### config.mk
export PLATFORM = sky130hd
export DESIGN_NAME = utf8_stream_decoder_flat
export DESIGN_NICKNAME = d
export VERILOG_FILES = /design/src/rtl/utf8_pkg.sv /design/src/rtl/utf8_stream_decoder_if.sv /design/src/rtl/utf8_lead_classify.sv /design/src/rtl/utf8_stream_decoder.sv /design/src/flat_wrapper.sv
export SDC_FILE = /design/constraint.sdc
export NUM_CORES = 1
export LEC_CHECK = 0
export ABC_AREA = 1
export CAP_MARGIN = 25
export CELL_PAD_IN_SITES_DETAIL_PLACEMENT = 0
export CELL_PAD_IN_SITES_GLOBAL_PLACEMENT = 2
export CORE_UTILIZATION = 32
export DETAILED_ROUTE_END_ITERATION = 16
export PLACE_DENSITY = 0.86
export SETUP_SLACK_MARGIN = 0.5
export SYNTH_ARGS = -nofsm -noshare
export SYNTH_HDL_FRONTEND = slang
export SYNTH_HIERARCHICAL = 1
export SYNTH_SLANG_ARGS = --single-unit
### constraint.sdc
create_clock -name clk -period 5.1 [get_ports clk]
set_clock_uncertainty 0.15 [all_clocks]
set_input_delay 0.765 -clock clk [delete_from_list [all_inputs] [get_ports clk]]
set_output_delay 0.765 -clock clk [all_outputs]
set_load 0.02 [all_outputs]
### src/rtl/utf8_pkg.sv
// Shared types and constants for the UTF-8 stream decoder.
// Contents: FSM state enum, replacement/maximum code points, surrogate bounds,
// per-length overlong minimums and the completed-record validity check.
package utf8_pkg;

  typedef enum logic [1:0] {
    StIdle   = 2'd0,
    StCont   = 2'd1,
    StReplay = 2'd2
  } state_e;

  localparam logic [20:0] REPL_CP = 21'hFFFD;
  localparam logic [20:0] MAX_CP  = 21'h10FFFF;
  localparam logic [20:0] SURR_LO = 21'hD800;
  localparam logic [20:0] SURR_HI = 21'hDFFF;
  localparam logic [20:0] MIN_CP2 = 21'h80;
  localparam logic [20:0] MIN_CP3 = 21'h800;
  localparam logic [20:0] MIN_CP4 = 21'h10000;

  // True when a fully assembled multi-byte sequence is overlong, out of range,
  // or a disallowed surrogate.
  function automatic logic cp_is_bad(logic [20:0] cp, logic [2:0] len, logic allow_surr);
    logic bad;
    bad = 1'b0;
    case (len)
      3'd2:    bad = (cp < MIN_CP2);
      3'd3:    bad = (cp < MIN_CP3);
      3'd4:    bad = (cp < MIN_CP4);
      default: bad = 1'b0;
    endcase
    if (cp > MAX_CP) bad = 1'b1;
    if (!allow_surr && (cp >= SURR_LO) && (cp <= SURR_HI)) bad = 1'b1;
    return bad;
  endfunction

endpackage

### src/rtl/utf8_stream_decoder_if.sv
// Byte-in / record-out bus of the UTF-8 stream decoder.
// slave  : decoder side (consumes bytes, produces records and status).
// master : environment side (byte producer, record consumer).
// Signals: in_valid/in_data/in_ready byte handshake, flush, out_valid/out_ready
// record handshake with out_cp/out_len/out_err, busy and err_count status.
interface utf8_stream_decoder_if;
  logic        in_valid;
  logic [7:0]  in_data;
  logic        in_ready;
  logic        flush;
  logic        out_valid;
  logic        out_ready;
  logic [20:0] out_cp;
  logic [2:0]  out_len;
  logic        out_err;
  logic        busy;
  logic [15:0] err_count;

  modport slave (
    input  in_valid, in_data, flush, out_ready,
    output in_ready, out_valid, out_cp, out_len, out_err, busy, err_count
  );

  modport master (
    output in_valid, in_data, flush, out_ready,
    input  in_ready, out_valid, out_cp, out_len, out_err, busy, err_count
  );
endinterface

### src/rtl/utf8_lead_classify.sv
// Combinational classification of one UTF-8 byte.
// Ports: byte_i byte to classify; more_o continuation bytes expected after it
// as a lead; is_cont_o byte is 80-BF; bad_lead_o byte cannot start a sequence;
// payload_o data bits carried by a lead (whole byte for bad leads).
module utf8_lead_classify (
  input  logic [7:0] byte_i,
  output logic [1:0] more_o,
  output logic       is_cont_o,
  output logic       bad_lead_o,
  output logic [7:0] payload_o
);
  always_comb begin
    more_o     = 2'd0;
    is_cont_o  = 1'b0;
    bad_lead_o = 1'b0;
    payload_o  = byte_i;
    if (!byte_i[7]) begin
      payload_o = byte_i;
    end else if (byte_i[7:6] == 2'b10) begin
      is_cont_o  = 1'b1;
      bad_lead_o = 1'b1;
    end else if ((byte_i >= 8'hC2) && (byte_i <= 8'hDF)) begin
      more_o    = 2'd1;
      payload_o = {3'b000, byte_i[4:0]};
    end else if (byte_i[7:4] == 4'hE) begin
      more_o    = 2'd2;
      payload_o = {4'b0000, byte_i[3:0]};
    end else if ((byte_i >= 8'hF0) && (byte_i <= 8'hF4)) begin
      more_o    = 2'd3;
      payload_o = {5'b00000, byte_i[2:0]};
    end else begin
      // C0, C1, F5-FF
      bad_lead_o = 1'b1;
    end
  end
endmodule

### src/rtl/utf8_stream_decoder.sv
// Streaming UTF-8 decoder: one byte in per handshake, one code-point record out.
// Ports: clk, rst (synchronous, active-high); bus (slave modport) carries the
// byte handshake, flush, record handshake (out_cp/out_len/out_err), busy and a
// saturating error-record counter.
// Parameter ALLOW_SURR: 1 passes surrogates D800-DFFF as clean records.
// Build option UTF8_STREAM_REPLACE_EN: error records carry cp=FFFD instead of
// the partial bits / offending byte.
module utf8_stream_decoder
  import utf8_pkg::*;
#(
  parameter bit ALLOW_SURR = 1'b0
) (
  input  logic                  clk,
  input  logic                  rst,
  utf8_stream_decoder_if.slave  bus
);
  state_e      state_q, state_d;
  logic [1:0]  need_q, need_d;
  logic [2:0]  len_q, len_d;
  logic [20:0] acc_q, acc_d;
  logic [7:0]  replay_q, replay_d;
  logic        out_valid_q, out_valid_d;
  logic [20:0] out_cp_q, out_cp_d;
  logic [2:0]  out_len_q, out_len_d;
  logic        out_err_q, out_err_d;
  logic [15:0] err_cnt_q, err_cnt_d;

  logic [7:0]  cls_byte, cls_payload;
  logic [1:0]  cls_more;
  logic        cls_is_cont, cls_bad_lead;
  logic        slot_free, in_ready, accept, lead_go;
  logic        emit, emit_err;
  logic [20:0] emit_cp, acc_next;
  logic [2:0]  emit_len;

  assign slot_free = !out_valid_q || bus.out_ready;
  assign in_ready  = (state_q != StReplay) && !bus.flush && slot_free;
  assign accept    = bus.in_valid && in_ready;
  // In REPLAY the latched byte takes the place of the bus byte as a lead.
  assign cls_byte  = (state_q == StReplay) ? replay_q : bus.in_data;
  assign acc_next  = {acc_q[14:0], bus.in_data[5:0]};
  assign lead_go   = (state_q == StReplay) ? slot_free : accept;

  utf8_lead_classify u_classify (
    .byte_i     (cls_byte),
    .more_o     (cls_more),
    .is_cont_o  (cls_is_cont),
    .bad_lead_o (cls_bad_lead),
    .payload_o  (cls_payload)
  );

  always_comb begin
    state_d     = state_q;
    need_d      = need_q;
    len_d       = len_q;
    acc_d       = acc_q;
    replay_d    = replay_q;
    out_valid_d = out_valid_q;
    out_cp_d    = out_cp_q;
    out_len_d   = out_len_q;
    out_err_d   = out_err_q;
    err_cnt_d   = err_cnt_q;
    emit        = 1'b0;
    emit_cp     = '0;
    emit_len    = '0;
    emit_err    = 1'b0;

    if (out_valid_q && bus.out_ready) begin
      out_valid_d = 1'b0;
      if (out_err_q && (err_cnt_q != 16'hFFFF)) err_cnt_d = err_cnt_q + 16'd1;
    end

    unique case (state_q)
      StIdle, StReplay: begin
        if (lead_go) begin
          if (cls_more == 2'd0) begin
            emit     = 1'b1;
            emit_cp  = {13'd0, cls_payload};
            emit_len = 3'd1;
            emit_err = cls_bad_lead;
            state_d  = StIdle;
          end else begin
            need_d  = cls_more;
            len_d   = 3'd1;
            acc_d   = {13'd0, cls_payload};
            state_d = StCont;
          end
        end
      end
      StCont: begin
        if (bus.flush) begin
          // A pending unconsumed record blocks the flush until the slot frees.
          if (slot_free) begin
            emit     = 1'b1;
            emit_cp  = acc_q;
            emit_len = len_q;
            emit_err = 1'b1;
            state_d  = StIdle;
          end
        end else if (accept) begin
          if (cls_is_cont) begin
            if (need_q == 2'd1) begin
              emit     = 1'b1;
              emit_cp  = acc_next;
              emit_len = len_q + 3'd1;
              emit_err = cp_is_bad(acc_next, len_q + 3'd1, ALLOW_SURR);
              state_d  = StIdle;
            end else begin
              need_d = need_q - 2'd1;
              len_d  = len_q + 3'd1;
              acc_d  = acc_next;
            end
          end else begin
            emit     = 1'b1;
            emit_cp  = acc_q;
            emit_len = len_q;
            emit_err = 1'b1;
            replay_d = bus.in_data;
            state_d  = StReplay;
          end
        end
      end
      default: state_d = StIdle;
    endcase

    if (emit) begin
      out_valid_d = 1'b1;
`ifdef UTF8_STREAM_REPLACE_EN
      out_cp_d    = emit_err ? REPL_CP : emit_cp;
`else
      out_cp_d    = emit_cp;
`endif
      out_len_d   = emit_len;
      out_err_d   = emit_err;
    end
  end

  always_ff @(posedge clk) begin
    if (rst) begin
      state_q     <= StIdle;
      need_q      <= '0;
      len_q       <= '0;
      acc_q       <= '0;
      replay_q    <= '0;
      out_valid_q <= 1'b0;
      out_cp_q    <= '0;
      out_len_q   <= '0;
      out_err_q   <= 1'b0;
      err_cnt_q   <= '0;
    end else begin
      state_q     <= state_d;
      need_q      <= need_d;
      len_q       <= len_d;
      acc_q       <= acc_d;
      replay_q    <= replay_d;
      out_valid_q <= out_valid_d;
      out_cp_q    <= out_cp_d;
      out_len_q   <= out_len_d;
      out_err_q   <= out_err_d;
      err_cnt_q   <= err_cnt_d;
    end
  end

  assign bus.in_ready  = in_ready;
  assign bus.out_valid = out_valid_q;
  assign bus.out_cp    = out_cp_q;
  assign bus.out_len   = out_len_q;
  assign bus.out_err   = out_err_q;
  assign bus.busy      = (state_q != StIdle);
  assign bus.err_count = err_cnt_q;
endmodule
### src/flat_wrapper.sv
// flat-port wrapper written by rule: the top's interface ports become plain ports
module utf8_stream_decoder_flat import utf8_pkg::*;
#(
  parameter bit ALLOW_SURR = 1'b0
)
  (clk, rst, bus_in_valid, bus_in_data, bus_flush, bus_out_ready, bus_in_ready, bus_out_valid, bus_out_cp, bus_out_len, bus_out_err, bus_busy, bus_err_count);
  utf8_stream_decoder_if bus_i ();
  input  logic clk;
  input  logic rst;
  input wire logic [$bits(bus_i.in_valid)-1:0] bus_in_valid;
  input wire logic [$bits(bus_i.in_data)-1:0] bus_in_data;
  input wire logic [$bits(bus_i.flush)-1:0] bus_flush;
  input wire logic [$bits(bus_i.out_ready)-1:0] bus_out_ready;
  output wire logic [$bits(bus_i.in_ready)-1:0] bus_in_ready;
  output wire logic [$bits(bus_i.out_valid)-1:0] bus_out_valid;
  output wire logic [$bits(bus_i.out_cp)-1:0] bus_out_cp;
  output wire logic [$bits(bus_i.out_len)-1:0] bus_out_len;
  output wire logic [$bits(bus_i.out_err)-1:0] bus_out_err;
  output wire logic [$bits(bus_i.busy)-1:0] bus_busy;
  output wire logic [$bits(bus_i.err_count)-1:0] bus_err_count;
  assign bus_i.in_valid = bus_in_valid;
  assign bus_i.in_data = bus_in_data;
  assign bus_i.flush = bus_flush;
  assign bus_i.out_ready = bus_out_ready;
  assign bus_in_ready = bus_i.in_ready;
  assign bus_out_valid = bus_i.out_valid;
  assign bus_out_cp = bus_i.out_cp;
  assign bus_out_len = bus_i.out_len;
  assign bus_out_err = bus_i.out_err;
  assign bus_busy = bus_i.busy;
  assign bus_err_count = bus_i.err_count;
  utf8_stream_decoder #(.ALLOW_SURR(ALLOW_SURR)) u_core (.clk(clk), .rst(rst), .bus(bus_i));
endmodule
==> metrics.txt, run 1 <==
# TYPE chip_impl_metric gauge
chip_impl_info{name="sink_of_the_worst_hold_path",value="u_core/bus.out_cp[16]"} 1
chip_impl_metric{name="clk_pwr_share",unit="%"} 45.3
chip_impl_metric{name="syn-num-nets",unit=""} 691
chip_impl_info{name="post-synth-top-count-cell",value="nand2_1"} 1
chip_impl_metric{name="switching_share",unit="%"} 26.1
chip_impl_metric{name="clock_path_buffers",unit=""} 2
chip_impl_metric{name="pwrdens",unit="nW/µm²"} 279
chip_impl_metric{name="critical_path.max_fanout",unit=""} 23
chip_impl_metric{name="cts-resized-gates",unit=""} 0
chip_impl_info{name="highest_signal_layer_in_the_routed_design",value="met4"} 1
chip_impl_metric{name="achievable-frequency",unit="MHz"} 282
chip_impl_metric{name="total_die_area",unit="µm²"} 14100
chip_impl_metric{name="grt_pass1_wl",unit="mm"} 20.6
chip_impl_info{name="setup.worst_path.start_class",value="primary input"} 1
chip_impl_metric{name="slew_viol_final",unit=""} 0
chip_impl_metric{name="initial_detailed_routing_violation_count",unit=""} 191
chip_impl_metric{name="totalPowerFinal",unit="µW"} 1470
chip_impl_metric{name="internal_power",unit="µW"} 1090
chip_impl_info{name="netlist_top_cells_area",value="dfxtp_1 (36%), nand2_1 (16%), nor2_1 (8.5%)"} 1
chip_impl_info{name="hold_path_startpoint",value="u_core/bus.out_cp[16]"} 1
chip_impl_metric{name="synth-warning-count",unit=""} 6
chip_impl_metric{name="post_synth_num_cell_types",unit=""} 31
chip_impl_metric{name="number_of_maximum_capacitance_violations",unit=""} 0
chip_impl_info{name="worstSetupEndpointType",value="flop"} 1
chip_impl_info{name="setup.worst_path.start",value="bus_in_data[7]"} 1
chip_impl_metric{name="post_dp_cell_area",unit="µm²"} 4970
chip_impl_info{name="netlist_top_cells_count",value="nand2_1 (184), nor2_1 (99), dfxtp_1 (78)"} 1
chip_impl_metric{name="synth_area_per_cell",unit="µm²"} 6.47
chip_impl_metric{name="wl_met3",unit="µm"} 434
chip_impl_metric{name="insertedDiodeCount",unit=""} 0
chip_impl_metric{name="async_flop_share",unit="%"} 0
chip_impl_metric{name="routed_wl",unit="mm"} 12.3
chip_impl_metric{name="synth_area",unit="µm²"} 4350
chip_impl_metric{name="synth_seq_area_share",unit="%"} 35.9
chip_impl_info{name="worst_r2r_endpoint",value="u_core/bus.out_cp[15]"} 1
chip_impl_metric{name="vias",unit=""} 4201
chip_impl_metric{name="met2WireLength",unit="mm"} 5.45
chip_impl_metric{name="fin_area",unit="µm²"} 5270
chip_impl_metric{name="max_slew.worst_pin.slew",unit="ns"} 0.943
chip_impl_metric{name="dpl_worst_slack",unit="ns"} 1.21
chip_impl_metric{name="total_placed_cells_including_tap_cells",unit=""} 871
chip_impl_metric{name="dieHeight",unit="µm"} 119
chip_impl_metric{name="largest_net_degree_at_the_start_of_global_routing",unit=""} 48
chip_impl_info{name="synth-main-ff-cell",value="dfxtp_1"} 1
chip_impl_metric{name="setup_slack",unit="ns"} 1.56
chip_impl_metric{name="cts-buffers-inserted",unit=""} 9
chip_impl_info{name="clk_root_buffer_cell",value="clkbuf_16"} 1
chip_impl_metric{name="initial_utilization",unit="%"} 32.8
chip_impl_metric{name="met1Wirelength",unit="mm"} 6.16
chip_impl_metric{name="synth_edf_count",unit=""} 0
chip_impl_metric{name="fin_crit",unit="ns"} 3.54
chip_impl_metric{name="synth_top_area_share",unit="%"} 35.9
chip_impl_metric{name="r2r.worst_path.cells",unit=""} 15
chip_impl_metric{name="remaining_drc_errors",unit=""} 0
chip_impl_metric{name="post-cts-setup-buffers",unit=""} 0
chip_impl_metric{name="cts.sink_count",unit=""} 78
chip_impl_metric{name="vdd.ir_drop.worst",unit="µV"} 219
chip_impl_info{name="synth_area_leader",value="dfxtp_1"} 1
chip_impl_metric{name="critPathRequiredTime",unit="ns"} 5.23
chip_impl_metric{name="max_slew_margin_vs_limit",unit="%"} 37.0
chip_impl_metric{name="layout-area-overhead-vs-synth",unit="%"} 21.3
chip_impl_metric{name="clk_latency",unit="ns"} 0.35
chip_impl_metric{name="power_frac_seq",unit="%"} 43.3
chip_impl_info{name="worstSetupPathType",value="in -> reg"} 1
chip_impl_metric{name="finalSetupViolCount",unit=""} 0
chip_impl_metric{name="drt_pass1_iterations",unit=""} 4
chip_impl_metric{name="gp_congestion",unit=""} 0.833
chip_impl_metric{name="finalHoldViolCount",unit=""} 0
chip_impl_info{name="outcome",value="finished, final reports clean"} 1
chip_impl_metric{name="fillerInstances",unit=""} 1452
chip_impl_metric{name="finish.cell_count_without_fillers",unit=""} 886
chip_impl_metric{name="dp.final_hpwl",unit="mm"} 8.58
chip_impl_metric{name="ys_seq_elements",unit=""} 78
chip_impl_metric{name="final.setup.tns",unit="ns"} 0
chip_impl_metric{name="reg2reg_setup_slack",unit="ns"} 1.58
chip_impl_metric{name="num-nets-final",unit=""} 725
chip_impl_metric{name="final_antenna_net_count",unit=""} 0
chip_impl_metric{name="holdPathStages",unit=""} 2
chip_impl_info{name="timing.hold.worst.class",value="reg -> reg"} 1
chip_impl_info{name="r2r_start",value="u_core/state_q[0]"} 1
chip_impl_metric{name="drive_gt1_share",unit="%"} 5.49
chip_impl_metric{name="arrival",unit="ns"} 3.67
chip_impl_metric{name="hold_buffers",unit=""} 0
chip_impl_metric{name="ios",unit=""} 57
chip_impl_metric{name="wl_per_cell",unit="µm"} 13.9
chip_impl_info{name="grt_setup_unrepaired",value="no"} 1
chip_impl_metric{name="port_buffers",unit=""} 56
chip_impl_metric{name="via_count_of_the_first_global_routing_pass",unit=""} 4095
chip_impl_info{name="cts_tree",value="yes"} 1
chip_impl_metric{name="final.period_utilization",unit="%"} 69.5
chip_impl_metric{name="drt-vias-per-instance",unit=""} 4.74
chip_impl_metric{name="sw_power",unit="µW"} 384
chip_impl_metric{name="power.leakage",unit="µW"} 0.00216
chip_impl_metric{name="level_count_of_the_clock_h_tree",unit=""} 3
chip_impl_metric{name="coreArea",unit="µm²"} 13200
chip_impl_metric{name="fp.dieW",unit="µm"} 119
chip_impl_metric{name="groute.usage.overall",unit="%"} 18.6
chip_impl_metric{name="clk_pin_slew_worst_paths",unit="ns"} 0.06
chip_impl_metric{name="antenna_found_initial",unit=""} 0
chip_impl_metric{name="grt_overflow",unit=""} 0
chip_impl_metric{name="pwr-share-comb",unit="%"} 11.5
chip_impl_metric{name="floorplan.rows",unit=""} 42
chip_impl_metric{name="synthesis.instances",unit=""} 672
-- layout make-up --
class | count | area, µm² | share of cell area (%)
tap | 176 | 220 | 4.18
sequential | 78 | 1560 | 29.6
clock inverter | 4 | 55.1 | 1.04
multi-input combinational | 494 | 2360 | 44.8
clock buffer | 11 | 253 | 4.79
timing repair buffer | 59 | 583 | 11.1
inverter | 64 | 240 | 4.56
-- worst max-delay path, cell delays in order --
cell             delay [ns]
clkdlybuf4s50_1        0.49
nand2_1                0.06
nand2_1                0.10
inv_1                  0.06
nor2_1                 0.21
nand2_1                0.27
inv_2                  0.11
nand2_1                0.28
nand3_1                0.27
nand2_1                0.33
inv_2                  0.46
nand2_1                0.11
a21oi_1                0.13
-- how the worst max path moves through the flow --
stage	end	slack (ns)	cells past startpoint
detailed placement	u_core/bus.out_cp[15]	1.21	13
global route	u_core/bus.out_cp[15]	1.14	15
CTS	u_core/bus.out_cp[0]	1.56	15
finish	u_core/bus.out_cp[15]	1.56	13
floorplan	u_core/acc_q[9]	2.37	16
global placement	u_core/bus.out_cp[0]	1.21	13
-- stage by stage --
step	hold slack (ns)	utilization, %
final	0.308	39.8
after global routing	0.328	39.8
after CTS	0.312	39.8
after detailed placement	0.303	37.5
after global placement	0.300	37.5
after floorplan	0.289	-
-- placed cells by master (no fill, tap or decap) --
cell type	count
ha_1	6
inv_1	57
nand4_4	1
nor2_1	99
nand3_2	3
inv_2	7
nand3_1	25
nor3_2	1
nor2_4	1
clkinv_4	1
o22ai_2	1
xor2_1	10
clkbuf_16	9
clkbuf_8	2
bufinv_16	1
o21ai_4	1
clkinvlp_4	1
nand4_1	12
o21ai_0	58
nor3_1	8
dfxtp_1	78
nand2_1	184
o21ai_1	7
o211ai_1	15
inv_6	1
o21ai_2	1
nor2_8	1
nor2_2	1
nand3_4	1
nand2_2	2
xnor2_1	3
a21oi_1	53
buf_4	3
clkdlybuf4s50_1	56
-- logic make-up after synthesis --
kind of cell | share of synthesized area [%]
and+or+nand+nor | 32.9
AOI/OAI and AO/OA | 17.0
buffers and inverters | 9.81
DFF | 35.9
xor gates and xnor gates | 2.62
adders and majority gates | 1.73
-- flip-flops by register name, summed over array words and instances (netlist names) --
signal,flops
u_core/acc_q,21
u_core/bus.err_count,16
u_core/bus.out_cp,21
u_core/bus.out_err,1
u_core/bus.out_len,3
u_core/bus.out_valid,1
u_core/len_q,3
u_core/need_q,2
u_core/replay_q,8
u_core/state_q,2
-- power by group through the flow --
stage	registers [µW]	logic, µW	clock network (µW)
final	636	168	666
after global routing	638	189	715
after CTS	636	170	695
after detailed placement	650	169	0
after global placement	650	169	0
after floorplan	656	106	0
-- routing by layer --
| layer | up-vias | global-route usage, % |
|---|---|---|
| met5 | - | 0 |
| met4 | 0 | 8.15 |
| met3 | 18 | 3.96 |
| met2 | 80 | 29.6 |
| met1 | 1875 | 24.1 |
| li1 | 2228 | - |
Note: power is estimated with default switching activity, not from simulation.
==> run 2: changes to the inputs <==
--- a/config.mk
+++ b/config.mk
@@ -9,9 +9,9 @@
 export CAP_MARGIN = 25
 export CELL_PAD_IN_SITES_DETAIL_PLACEMENT = 0
 export CELL_PAD_IN_SITES_GLOBAL_PLACEMENT = 2
-export CORE_UTILIZATION = 32
+export CORE_UTILIZATION = 30
 export DETAILED_ROUTE_END_ITERATION = 16
-export PLACE_DENSITY = 0.86
+export PLACE_DENSITY = 0.82
 export SETUP_SLACK_MARGIN = 0.5
 export SYNTH_ARGS = -nofsm -noshare
 export SYNTH_HDL_FRONTEND = slang
==> constraint.sdc (replaced) <==
create_clock -name clk -period 3.7 [get_ports clk]
set_clock_uncertainty 0.15 [all_clocks]
set_input_delay 0.555 -clock clk [delete_from_list [all_inputs] [get_ports clk]]
set_output_delay 0.555 -clock clk [all_outputs]
set_load 0.02 [all_outputs]
==> metrics.txt, run 2 (synthesized netlist as in run 1, its figures left out) <==
# TYPE chip_impl_metric gauge
chip_impl_metric{name="clk_pin_slew_worst_paths",unit="ns"} 0.06
chip_impl_metric{name="ios",unit=""} 57
chip_impl_info{name="clk_root_buffer_cell",value="clkbuf_16"} 1
chip_impl_info{name="cpMaxStageDelayCell",value="clkdlybuf4s50_1"} 1
chip_impl_info{name="grt_setup_unrepaired",value="no"} 1
chip_impl_metric{name="sw_power",unit="µW"} 539
chip_impl_metric{name="achievable-frequency",unit="MHz"} 352
chip_impl_metric{name="num-nets-final",unit=""} 738
chip_impl_info{name="outcome",value="finished, final reports clean"} 1
chip_impl_metric{name="total_die_area",unit="µm²"} 15000
chip_impl_metric{name="initial_utilization",unit="%"} 31.1
chip_impl_info{name="critPathCapture",value="bus_in_ready"} 1
chip_impl_info{name="setup.worst_path.start",value="bus_out_ready"} 1
chip_impl_metric{name="cts-resized-gates",unit=""} 0
chip_impl_metric{name="hold_buffers",unit=""} 0
chip_impl_info{name="worst_r2r_endpoint",value="u_core/len_q[1]"} 1
chip_impl_metric{name="max_slew.worst_pin.slew",unit="ns"} 0.963
chip_impl_metric{name="fp.dieW",unit="µm"} 122
chip_impl_metric{name="slew_viol_final",unit=""} 0
chip_impl_info{name="hold_path_startpoint",value="u_core/acc_q[15]"} 1
chip_impl_metric{name="finalSetupViolCount",unit=""} 0
chip_impl_metric{name="pwr-share-comb",unit="%"} 11.7
chip_impl_metric{name="power.leakage",unit="µW"} 0.00223
chip_impl_metric{name="layout-area-overhead-vs-synth",unit="%"} 24.3
chip_impl_info{name="r2r_start",value="u_core/state_q[0]"} 1
chip_impl_metric{name="routed_wl",unit="mm"} 12.7
chip_impl_metric{name="reg2reg_setup_slack",unit="ns"} 0.87
chip_impl_metric{name="drt_pass1_iterations",unit=""} 5
chip_impl_metric{name="final.setup.tns",unit="ns"} 0
chip_impl_metric{name="final_antenna_net_count",unit=""} 0
chip_impl_metric{name="coreArea",unit="µm²"} 14000
chip_impl_metric{name="antenna_found_initial",unit=""} 0
chip_impl_metric{name="drt-vias-per-instance",unit=""} 4.85
chip_impl_metric{name="largest_net_degree_at_the_start_of_global_routing",unit=""} 47
chip_impl_metric{name="grt_overflow",unit=""} 0
chip_impl_metric{name="critical_path.max_fanout",unit=""} 4
chip_impl_metric{name="via_count_of_the_first_global_routing_pass",unit=""} 4061
chip_impl_info{name="setup.worst_path.start_class",value="primary input"} 1
chip_impl_metric{name="grt_pass1_wl",unit="mm"} 21.2
chip_impl_info{name="worstPathCellList",value="clkdlybuf4s50_1 > inv_1 > nand2_1 > inv_1 > nor3_1 > clkdlybuf4s50_1"} 1
chip_impl_metric{name="dieHeight",unit="µm"} 122
chip_impl_metric{name="groute.usage.overall",unit="%"} 18.2
chip_impl_metric{name="pwrdens",unit="nW/µm²"} 387
chip_impl_metric{name="arrival",unit="ns"} 2.14
chip_impl_metric{name="cts.sink_count",unit=""} 78
chip_impl_metric{name="clk_pwr_share",unit="%"} 46.4
chip_impl_metric{name="timing.critical_path.slowest_cell_delay",unit="ns"} 0.64
chip_impl_metric{name="power_frac_seq",unit="%"} 41.9
chip_impl_metric{name="total_placed_cells_including_tap_cells",unit=""} 887
chip_impl_metric{name="insertedDiodeCount",unit=""} 0
chip_impl_info{name="final_common_cell",value="nand2_1"} 1
chip_impl_metric{name="gp_congestion",unit=""} 0.798
chip_impl_info{name="worstSetupEndpointType",value="output pin"} 1
chip_impl_metric{name="drive_gt1_share",unit="%"} 7.60
chip_impl_metric{name="remaining_drc_errors",unit=""} 0
chip_impl_metric{name="clock_path_buffers",unit=""} 2
chip_impl_metric{name="number_of_maximum_capacitance_violations",unit=""} 0
chip_impl_metric{name="post-cts-setup-buffers",unit=""} 0
chip_impl_info{name="critPathTopFamily",value="buffers and inverters"} 1
chip_impl_metric{name="floorplan.rows",unit=""} 43
chip_impl_metric{name="initial_detailed_routing_violation_count",unit=""} 325
chip_impl_metric{name="finish.cell_count_without_fillers",unit=""} 904
chip_impl_metric{name="r2r.worst_path.cells",unit=""} 15
chip_impl_metric{name="wl_per_cell",unit="µm"} 14.0
chip_impl_metric{name="critPathRequiredTime",unit="ns"} 2.99
chip_impl_metric{name="level_count_of_the_clock_h_tree",unit=""} 3
chip_impl_metric{name="final.period_utilization",unit="%"} 76.9
chip_impl_metric{name="switching_share",unit="%"} 25.8
chip_impl_metric{name="cts-buffers-inserted",unit=""} 9
chip_impl_metric{name="max_slew_margin_vs_limit",unit="%"} 35.7
chip_impl_info{name="layout_common_cells",value="nand2_1 (184), nor2_1 (99), dfxtp_1 (78)"} 1
chip_impl_metric{name="port_buffers",unit=""} 56
chip_impl_metric{name="vias",unit=""} 4380
chip_impl_metric{name="buffers_inverters_on_critical_path",unit=""} 4
chip_impl_metric{name="clk_latency",unit="ns"} 0.34
chip_impl_metric{name="vdd.ir_drop.worst",unit="µV"} 230
chip_impl_metric{name="finalHoldViolCount",unit=""} 0
chip_impl_metric{name="worstSetupPathDepth",unit=""} 6
chip_impl_info{name="cts_tree",value="yes"} 1
chip_impl_info{name="timing.hold.worst.class",value="reg -> reg"} 1
chip_impl_metric{name="internal_power",unit="µW"} 1550
chip_impl_metric{name="fin_crit",unit="ns"} 2.84
chip_impl_info{name="worstSetupPathType",value="in -> out"} 1
chip_impl_metric{name="dp.final_hpwl",unit="mm"} 8.86
==> run 2: cell types whose count changed in the layout (fill, tap and decap cells not counted), sizes merged <==
cell and change:
clkbuf -1, bufinv +1, buf +12, nand3 +1, clkinvlp +1, inv -2
clkinv +2
==> run 2: area by class of cell <==
| cell class | instances | area, µm² |
|---|---|---|
| repair buffers | 71 | 673 |
| inverters | 64 | 244 |
| flip-flops and latches | 78 | 1560 |
| multi-input cells | 495 | 2380 |
| well taps | 180 | 225 |
| clock inverters | 6 | 85.1 |
| clock buffers | 10 | 239 |
| fillers | 1530 | 8580 |
==> run 2: worst min-delay path by stage <==
| stage | end | cells past startpoint |
|---|---|---|
| 5_1_grt | u_core/acc_q[16] | 2 |
| 2_1_floorplan | u_core/acc_q[15] | 2 |
| 4_1_cts | u_core/acc_q[20] | 2 |
| 6_report | u_core/acc_q[15] | 2 |
| 3_5_place_dp | u_core/acc_q[16] | 2 |
| 3_3_place_gp | u_core/bus.out_cp[18] | 2 |
==> run 2: worst register-to-register path, cell delays in order, from the launching register on <==
cell and delay, ns:
dfxtp_1 0.42, inv_2 0.12, nand2_2 0.16, inv_4 0.11
nand2_1 0.07, o21ai_0 0.07, buf_4 0.16, nor2_1 0.14
nand3_2 0.14, nand2_1 0.16, nor2_1 0.09, o22ai_2 0.28
nand3_4 0.21, buf_4 0.23, o21ai_0 0.16, nor2_1 0.05
==> run 2: routing by layer <==
layer	track usage, %	share of wire (%)	vias to the layer above
met5	0	0	-
met4	8.00	2.6	0
met3	2.88	4.2	21
met2	28.3	44	118
met1	24.8	49	1989
li1	-	-	2252
==> run 2: power groups by stage <==
stage,Combinational [µW],Clock (µW),Sequential [µW]
after floorplan,147,0,904
after CTS,244,1000,877
after detailed placement,243,0,896
final,246,971,877
after global routing,275,1040,880
after global placement,243,0,896
==> run 2: metrics by stage <==
step           setup WS, ns  utilization, %  cell area [µm²]  power (µW)  hold slack, ns
6_report              0.856            38.6             5410        2090           0.312
5_1_grt               0.523            38.6             5410        2200           0.335
4_1_cts               0.696            38.5             5390        2120           0.314
3_5_place_dp          0.404            36.2             5060        1140           0.305
3_3_place_gp          0.432            36.2             5060        1140           0.297
2_1_floorplan         0.973               -             4350        1050           0.289
==> run 3: changes to the inputs <==
--- a/config.mk
+++ b/config.mk
@@ -9,9 +9,9 @@
 export CAP_MARGIN = 25
 export CELL_PAD_IN_SITES_DETAIL_PLACEMENT = 0
 export CELL_PAD_IN_SITES_GLOBAL_PLACEMENT = 2
-export CORE_UTILIZATION = 30
+export CORE_UTILIZATION = 27
 export DETAILED_ROUTE_END_ITERATION = 16
-export PLACE_DENSITY = 0.82
+export PLACE_DENSITY = 0.78
 export SETUP_SLACK_MARGIN = 0.5
 export SYNTH_ARGS = -nofsm -noshare
 export SYNTH_HDL_FRONTEND = slang
==> constraint.sdc (replaced) <==
create_clock -name clk -period 2.4 [get_ports clk]
set_clock_uncertainty 0.15 [all_clocks]
set_input_delay 0.36 -clock clk [delete_from_list [all_inputs] [get_ports clk]]
set_output_delay 0.36 -clock clk [all_outputs]
set_load 0.02 [all_outputs]
==> metrics.txt, run 3 (synthesized netlist as in run 1, its figures left out) <==
# TYPE chip_impl_metric gauge
chip_impl_metric{name="fillerInstances",unit=""} 1713
chip_impl_info{name="grt_setup_unrepaired",value="yes"} 1
chip_impl_info{name="sink_of_the_worst_hold_path",value="u_core/bus.out_cp[9]"} 1
chip_impl_metric{name="arrival",unit="ns"} 2.27
chip_impl_metric{name="buffers_inverters_on_critical_path",unit=""} 4
chip_impl_metric{name="drt-vias-per-instance",unit=""} 4.62
chip_impl_metric{name="remaining_drc_errors",unit=""} 0
chip_impl_metric{name="slew_viol_final",unit=""} 0
chip_impl_metric{name="dieHeight",unit="µm"} 129
chip_impl_metric{name="holdPathStages",unit=""} 2
chip_impl_metric{name="clk_pwr_share",unit="%"} 41.6
chip_impl_metric{name="internal_power",unit="µW"} 2260
chip_impl_metric{name="total_placed_cells_including_tap_cells",unit=""} 957
chip_impl_metric{name="routed_wl",unit="mm"} 13.5
chip_impl_metric{name="timing.critical_path.slowest_cell_delay",unit="ns"} 0.38
chip_impl_metric{name="initial_utilization",unit="%"} 27.5
chip_impl_metric{name="clk_latency",unit="ns"} 0.34
chip_impl_info{name="worst_r2r_endpoint",value="u_core/bus.out_cp[14]"} 1
chip_impl_metric{name="gp_congestion",unit=""} 0.802
chip_impl_metric{name="vias",unit=""} 4576
chip_impl_metric{name="num-nets-final",unit=""} 788
chip_impl_metric{name="insertedDiodeCount",unit=""} 0
chip_impl_metric{name="finalSetupViolCount",unit=""} 0
chip_impl_info{name="timing.hold.worst.class",value="reg -> reg"} 1
chip_impl_metric{name="pwrdens",unit="nW/µm²"} 518
chip_impl_metric{name="max_slew.worst_pin.slew",unit="ns"} 0.537
chip_impl_metric{name="multiInputGateArea",unit="µm²"} 2570
chip_impl_info{name="hold_path_startpoint",value="u_core/bus.out_cp[9]"} 1
chip_impl_metric{name="clk_pin_slew_worst_paths",unit="ns"} 0.07
chip_impl_metric{name="vdd.ir_drop.worst",unit="µV"} 408
chip_impl_info{name="cts_tree",value="yes"} 1
chip_impl_metric{name="grt_overflow",unit=""} 0
chip_impl_metric{name="drive_gt1_share",unit="%"} 19.6
chip_impl_metric{name="ios",unit=""} 57
chip_impl_metric{name="r2r.worst_path.cells",unit=""} 16
chip_impl_metric{name="seqCellArea",unit="µm²"} 1570
chip_impl_metric{name="critical_path.max_fanout",unit=""} 8
chip_impl_metric{name="level_count_of_the_clock_h_tree",unit=""} 3
chip_impl_metric{name="pwr-share-comb",unit="%"} 15.7
chip_impl_metric{name="reg2reg_setup_slack",unit="ns"} 0.19
chip_impl_metric{name="final.period_utilization",unit="%"} 91.9
chip_impl_metric{name="power.leakage",unit="µW"} 0.00262
chip_impl_metric{name="port_buffers",unit=""} 56
chip_impl_metric{name="fin_crit",unit="ns"} 2.21
chip_impl_metric{name="clock_path_buffers",unit=""} 2
chip_impl_metric{name="finish.cell_count_without_fillers",unit=""} 990
chip_impl_info{name="setup.worst_path.start",value="u_core/state_q[0]"} 1
chip_impl_metric{name="wl_per_cell",unit="µm"} 13.7
chip_impl_info{name="worstPathCellList",value="inv_8 > nand2_8 > inv_8 > nand2_1 > o21ai_2 > nor2_1 > nand2_1 > nand2_2 > nand2_4 > nor3_4 > nand2_2 > nand2_4 > inv_8 > bufbuf_16 > nand2_1 > a21oi_1"} 1
chip_impl_info{name="critPathTopFamily",value="simple AND/OR/NAND/NOR gates"} 1
chip_impl_metric{name="coreArea",unit="µm²"} 15800
chip_impl_info{name="setup.worst_path.start_class",value="flop"} 1
chip_impl_metric{name="initial_detailed_routing_violation_count",unit=""} 262
chip_impl_info{name="outcome",value="finished, final reports clean"} 1
chip_impl_metric{name="largest_net_degree_at_the_start_of_global_routing",unit=""} 47
chip_impl_metric{name="final_antenna_net_count",unit=""} 0
chip_impl_metric{name="total_die_area",unit="µm²"} 16600
chip_impl_metric{name="switching_share",unit="%"} 28.6
chip_impl_metric{name="grt_pass1_wl",unit="mm"} 22.2
chip_impl_metric{name="finalHoldViolCount",unit=""} 0
chip_impl_metric{name="number_of_maximum_capacitance_violations",unit=""} 0
chip_impl_metric{name="dp.final_hpwl",unit="mm"} 9.42
chip_impl_metric{name="max_slew_margin_vs_limit",unit="%"} 64.2
chip_impl_metric{name="floorplan.rows",unit=""} 46
chip_impl_metric{name="achievable-frequency",unit="MHz"} 453
chip_impl_info{name="clk_root_buffer_cell",value="clkbuf_16"} 1
chip_impl_metric{name="drt_pass1_iterations",unit=""} 4
chip_impl_info{name="worstSetupPathType",value="reg -> reg"} 1
chip_impl_metric{name="groute.usage.overall",unit="%"} 17.3
chip_impl_info{name="cpMaxStageDelayCell",value="dfxtp_4"} 1
chip_impl_info{name="r2r_start",value="u_core/state_q[0]"} 1
chip_impl_metric{name="via_count_of_the_first_global_routing_pass",unit=""} 4294
chip_impl_metric{name="antenna_found_initial",unit=""} 0
chip_impl_metric{name="fp.dieW",unit="µm"} 129
chip_impl_info{name="worstSetupEndpointType",value="flop"} 1
chip_impl_metric{name="power_frac_seq",unit="%"} 42.7
chip_impl_metric{name="sw_power",unit="µW"} 905
chip_impl_metric{name="critPathRequiredTime",unit="ns"} 2.46
chip_impl_metric{name="cts-buffers-inserted",unit=""} 9
chip_impl_metric{name="cts.sink_count",unit=""} 78
chip_impl_metric{name="layout-area-overhead-vs-synth",unit="%"} 40.3
chip_impl_info{name="final_common_cell",value="nand2_1"} 1
chip_impl_metric{name="final.setup.tns",unit="ns"} 0
chip_impl_info{name="layout_common_cells",value="nand2_1 (167), nor2_1 (91), dfxtp_1 (74)"} 1
==> run 3: worst reg2reg max path: cells and delay by family (launching register included) <==
| family | cells | cell delay [ns] |
|---|---|---|
| buf+inv | 4 | 0.43 |
| compound gates | 2 | 0.12 |
| simple gates | 10 | 1.01 |
| flops | 1 | 0.38 |
==> run 3: final cells by class <==
class                   count  area share [%]
repair buffers            121            18.6
clock inverters             7           0.943
well taps                 216            4.43
inverters                  64            4.35
multi-input cells         494            42.1
clock buffers               9            3.69
repair inverters            1           0.185
flip-flops and latches     78            25.7
==> run 3: power groups by stage <==
stage / logic (µW) / clock network (µW) / registers [µW]
after global routing: 546 / 1420 / 1350
after floorplan: 238 / 0 / 1390
after detailed placement: 439 / 0 / 1380
after CTS: 487 / 1380 / 1350
after global placement: 438 / 0 / 1380
final: 496 / 1310 / 1350
==> run 3: how the worst max path moves through the flow <==
stage	to	cells past startpoint
6_report	u_core/bus.out_cp[14]	16
2_1_floorplan	u_core/len_q[2]	16
5_1_grt	u_core/bus.out_len[1]	16
3_3_place_gp	u_core/bus.out_cp[12]	13
4_1_cts	u_core/len_q[2]	15
3_5_place_dp	u_core/bus.out_cp[16]	13
==> run 3: per-stage QoR <==
stage | total power (µW) | worst slack, ns | cell area [µm²] | hold WS (ns) | util (%)
floorplan | 1630 | 0.0249 | 4450 | 0.289 | -
global placement | 1820 | -0.208 | 5490 | 0.297 | 34.7
detailed placement | 1820 | -0.233 | 5490 | 0.300 | 34.7
CTS | 3220 | 0.200 | 6010 | 0.310 | 38.0
global route | 3320 | 0.0555 | 6100 | 0.323 | 38.6
finish | 3160 | 0.195 | 6100 | 0.307 | 38.6
==> run 3: per-layer routing <==
layer	wire length (µm)	GRT usage (%)
met4	172	5.47
met3	418	3.58
met2	6450	28.8
met5	0	0
met1	6500	22.4
==> run 3: timing repair <==
action,4_1_cts,5_1_grt
hold buffers,0,0
gates resized for setup,71,20
gates cloned,2,0
setup endpoints to repair,77,80
pin swaps,8,10
setup buffers,10,5
==> variant (settings of run 1) <==
Encoding of `state_e`: now one-hot (3 bits for 3 states).
--- a/src/rtl/utf8_pkg.sv
+++ b/src/rtl/utf8_pkg.sv
@@ -5,6 +5,6 @@
 
-  typedef enum logic [1:0] {
-    StIdle   = 2'd0,
-    StCont   = 2'd1,
-    StReplay = 2'd2
+  typedef enum logic [2:0] {
+    StIdle   = 3'b001,
+    StCont   = 3'b010,
+    StReplay = 3'b100
   } state_e;
Behaviour: same outputs for any inputs over 4 cycles, from zero or initial values and one cycle with rst high; so few cycles prove little.
==> variant against run 1 <==
- routed wire length up 2.6%
- hold slack better by 0.0021 ns
- synthesized cell count down 0.45%
- highest routed layer unchanged
- critical endpoint is now u_core/bus.out_cp[0]$_SDFFE_PP0P_
- sequential cell count up 1
- worst setup slack worse by 0.48 ns
- final area about the same
- first-iteration DRC count up 43%
- core utilization about the same
- non-clock buffer count unchanged
- area after synthesis about the same
- critical path depth up 1
Power is not compared: it rests on default switching activity, and its combinational part moved more than twofold at a synthesized area within 25%.
==> variant: results (changes against run 1) <==
metric;value;unit;change
area share of xor/xnor cells in the synthesized design;2.21;%;-0.40 points
r2r setup slk;1.07;ns;-0.51 ns
register area share after synthesis;36.3;%;+0.44 points
Compound-Gate Fraction of Synth Area;16.4;%;-0.67 points
WHS Endpoint;u_core/bus.out_len[1]$_SDFFE_PP0P_;;
total track usage;18.6;%;about the same
Hold Path Origin;u_core/bus.out_len[1]$_SDFFE_PP0P_;;
Register-to-Register Path Depth;14;;-1
reg-to-reg endpoint;u_core/bus.out_cp[0]$_SDFFE_PP0P_;;
DP Wirelength;8980;um;+4.7%
syn nets;688;;-0.43%
DP Area;4970;um2;about the same
placed instance count;870;;-0.11%
crit path launch type;flip-flop;;
Setup WS pre-CTS;0.920;ns;-0.286 ns
Mean Syn Cell Area;6.50;um2;+0.51%
largest net degree at the start of global routing;46;;-4.2%
Yosys cell types;36;;+16%
most frequent cells after synthesis;nand2_1 (175), nor2_1 (95), dfxtp_1 (79), inv_1 (60), o21ai_0 (59);;
run status;finished clean;;
layout cells sized above 1;6.20;%;+0.70 points
RR Startpoint;u_core/state_q[1]$_SDFFE_PP0P_;;
Hold Slack;0.310;ns;+0.00206 ns
vias per inst;4.84;;+2.0%
Starting DRT DRC Count;274;;+43%
Synth area leaders;dfxtp_1 (36%), nand2_1 (15%), nor2_1 (8.2%), o21ai_0 (6.8%), inv_1 (5.2%);;
## variant: layer usage
metal	GRT usage, %	vias to the layer above	part of all wire, %
met5	0	-	0
met3	3.96	12	3.5
met4	6.01	0	1.4
met1	23.8	1977	50
met2	31.0	80	45
li1	-	2217	-
## variant: worst max-delay path, cell delays in order (launching register included)
cell and delay (ns):
dfxtp_1 0.32, inv_2 0.07, nand2_1 0.06, nor2_2 0.49
nand2_1 0.11, nand2_1 0.17, nor2_1 0.11, nand2_1 0.33
clkinv_1 0.54, nand2_1 0.60, inv_1 0.33, a22oi_1 0.24
o21ai_0 0.20, nor2_1 0.13, nor2_1 0.04
## variant: worst max path at each step
| stage | cells after the start | slack (ns) | to |
|---|---|---|---|
| floorplan | 18 | 2.56 | u_core/acc_q[10]$_SDFFE_PP0P_ |
| global placement | 12 | 0.84 | u_core/bus.out_cp[5]$_SDFFE_PP0P_ |
| detailed placement | 12 | 0.92 | u_core/bus.out_cp[5]$_SDFFE_PP0P_ |
| CTS | 14 | 1.13 | u_core/bus.out_cp[5]$_SDFFE_PP0P_ |
| global route | 14 | 0.71 | u_core/bus.out_cp[4]$_SDFFE_PP0P_ |
| finish | 14 | 1.07 | u_core/bus.out_cp[0]$_SDFFE_PP0P_ |
## variant: where the power goes
part,switching [mW],internal (mW),leakage [nW]
combinational,0.427,0.226,1.32
sequential,0.0868,0.712,0.641
clock,0.268,0.405,0.152
total,0.782,1.34,2.11
## variant: layout make-up
type	instances	area [um2]	area share [%]
inverter	66	248	4.69
multi-input combinational	490	2340	44.3
clock inverter	5	56.3	1.07
tap	176	220	4.17
timing repair buffer	59	583	11.0
clock buffer	11	253	4.79
sequential	79	1580	30.0
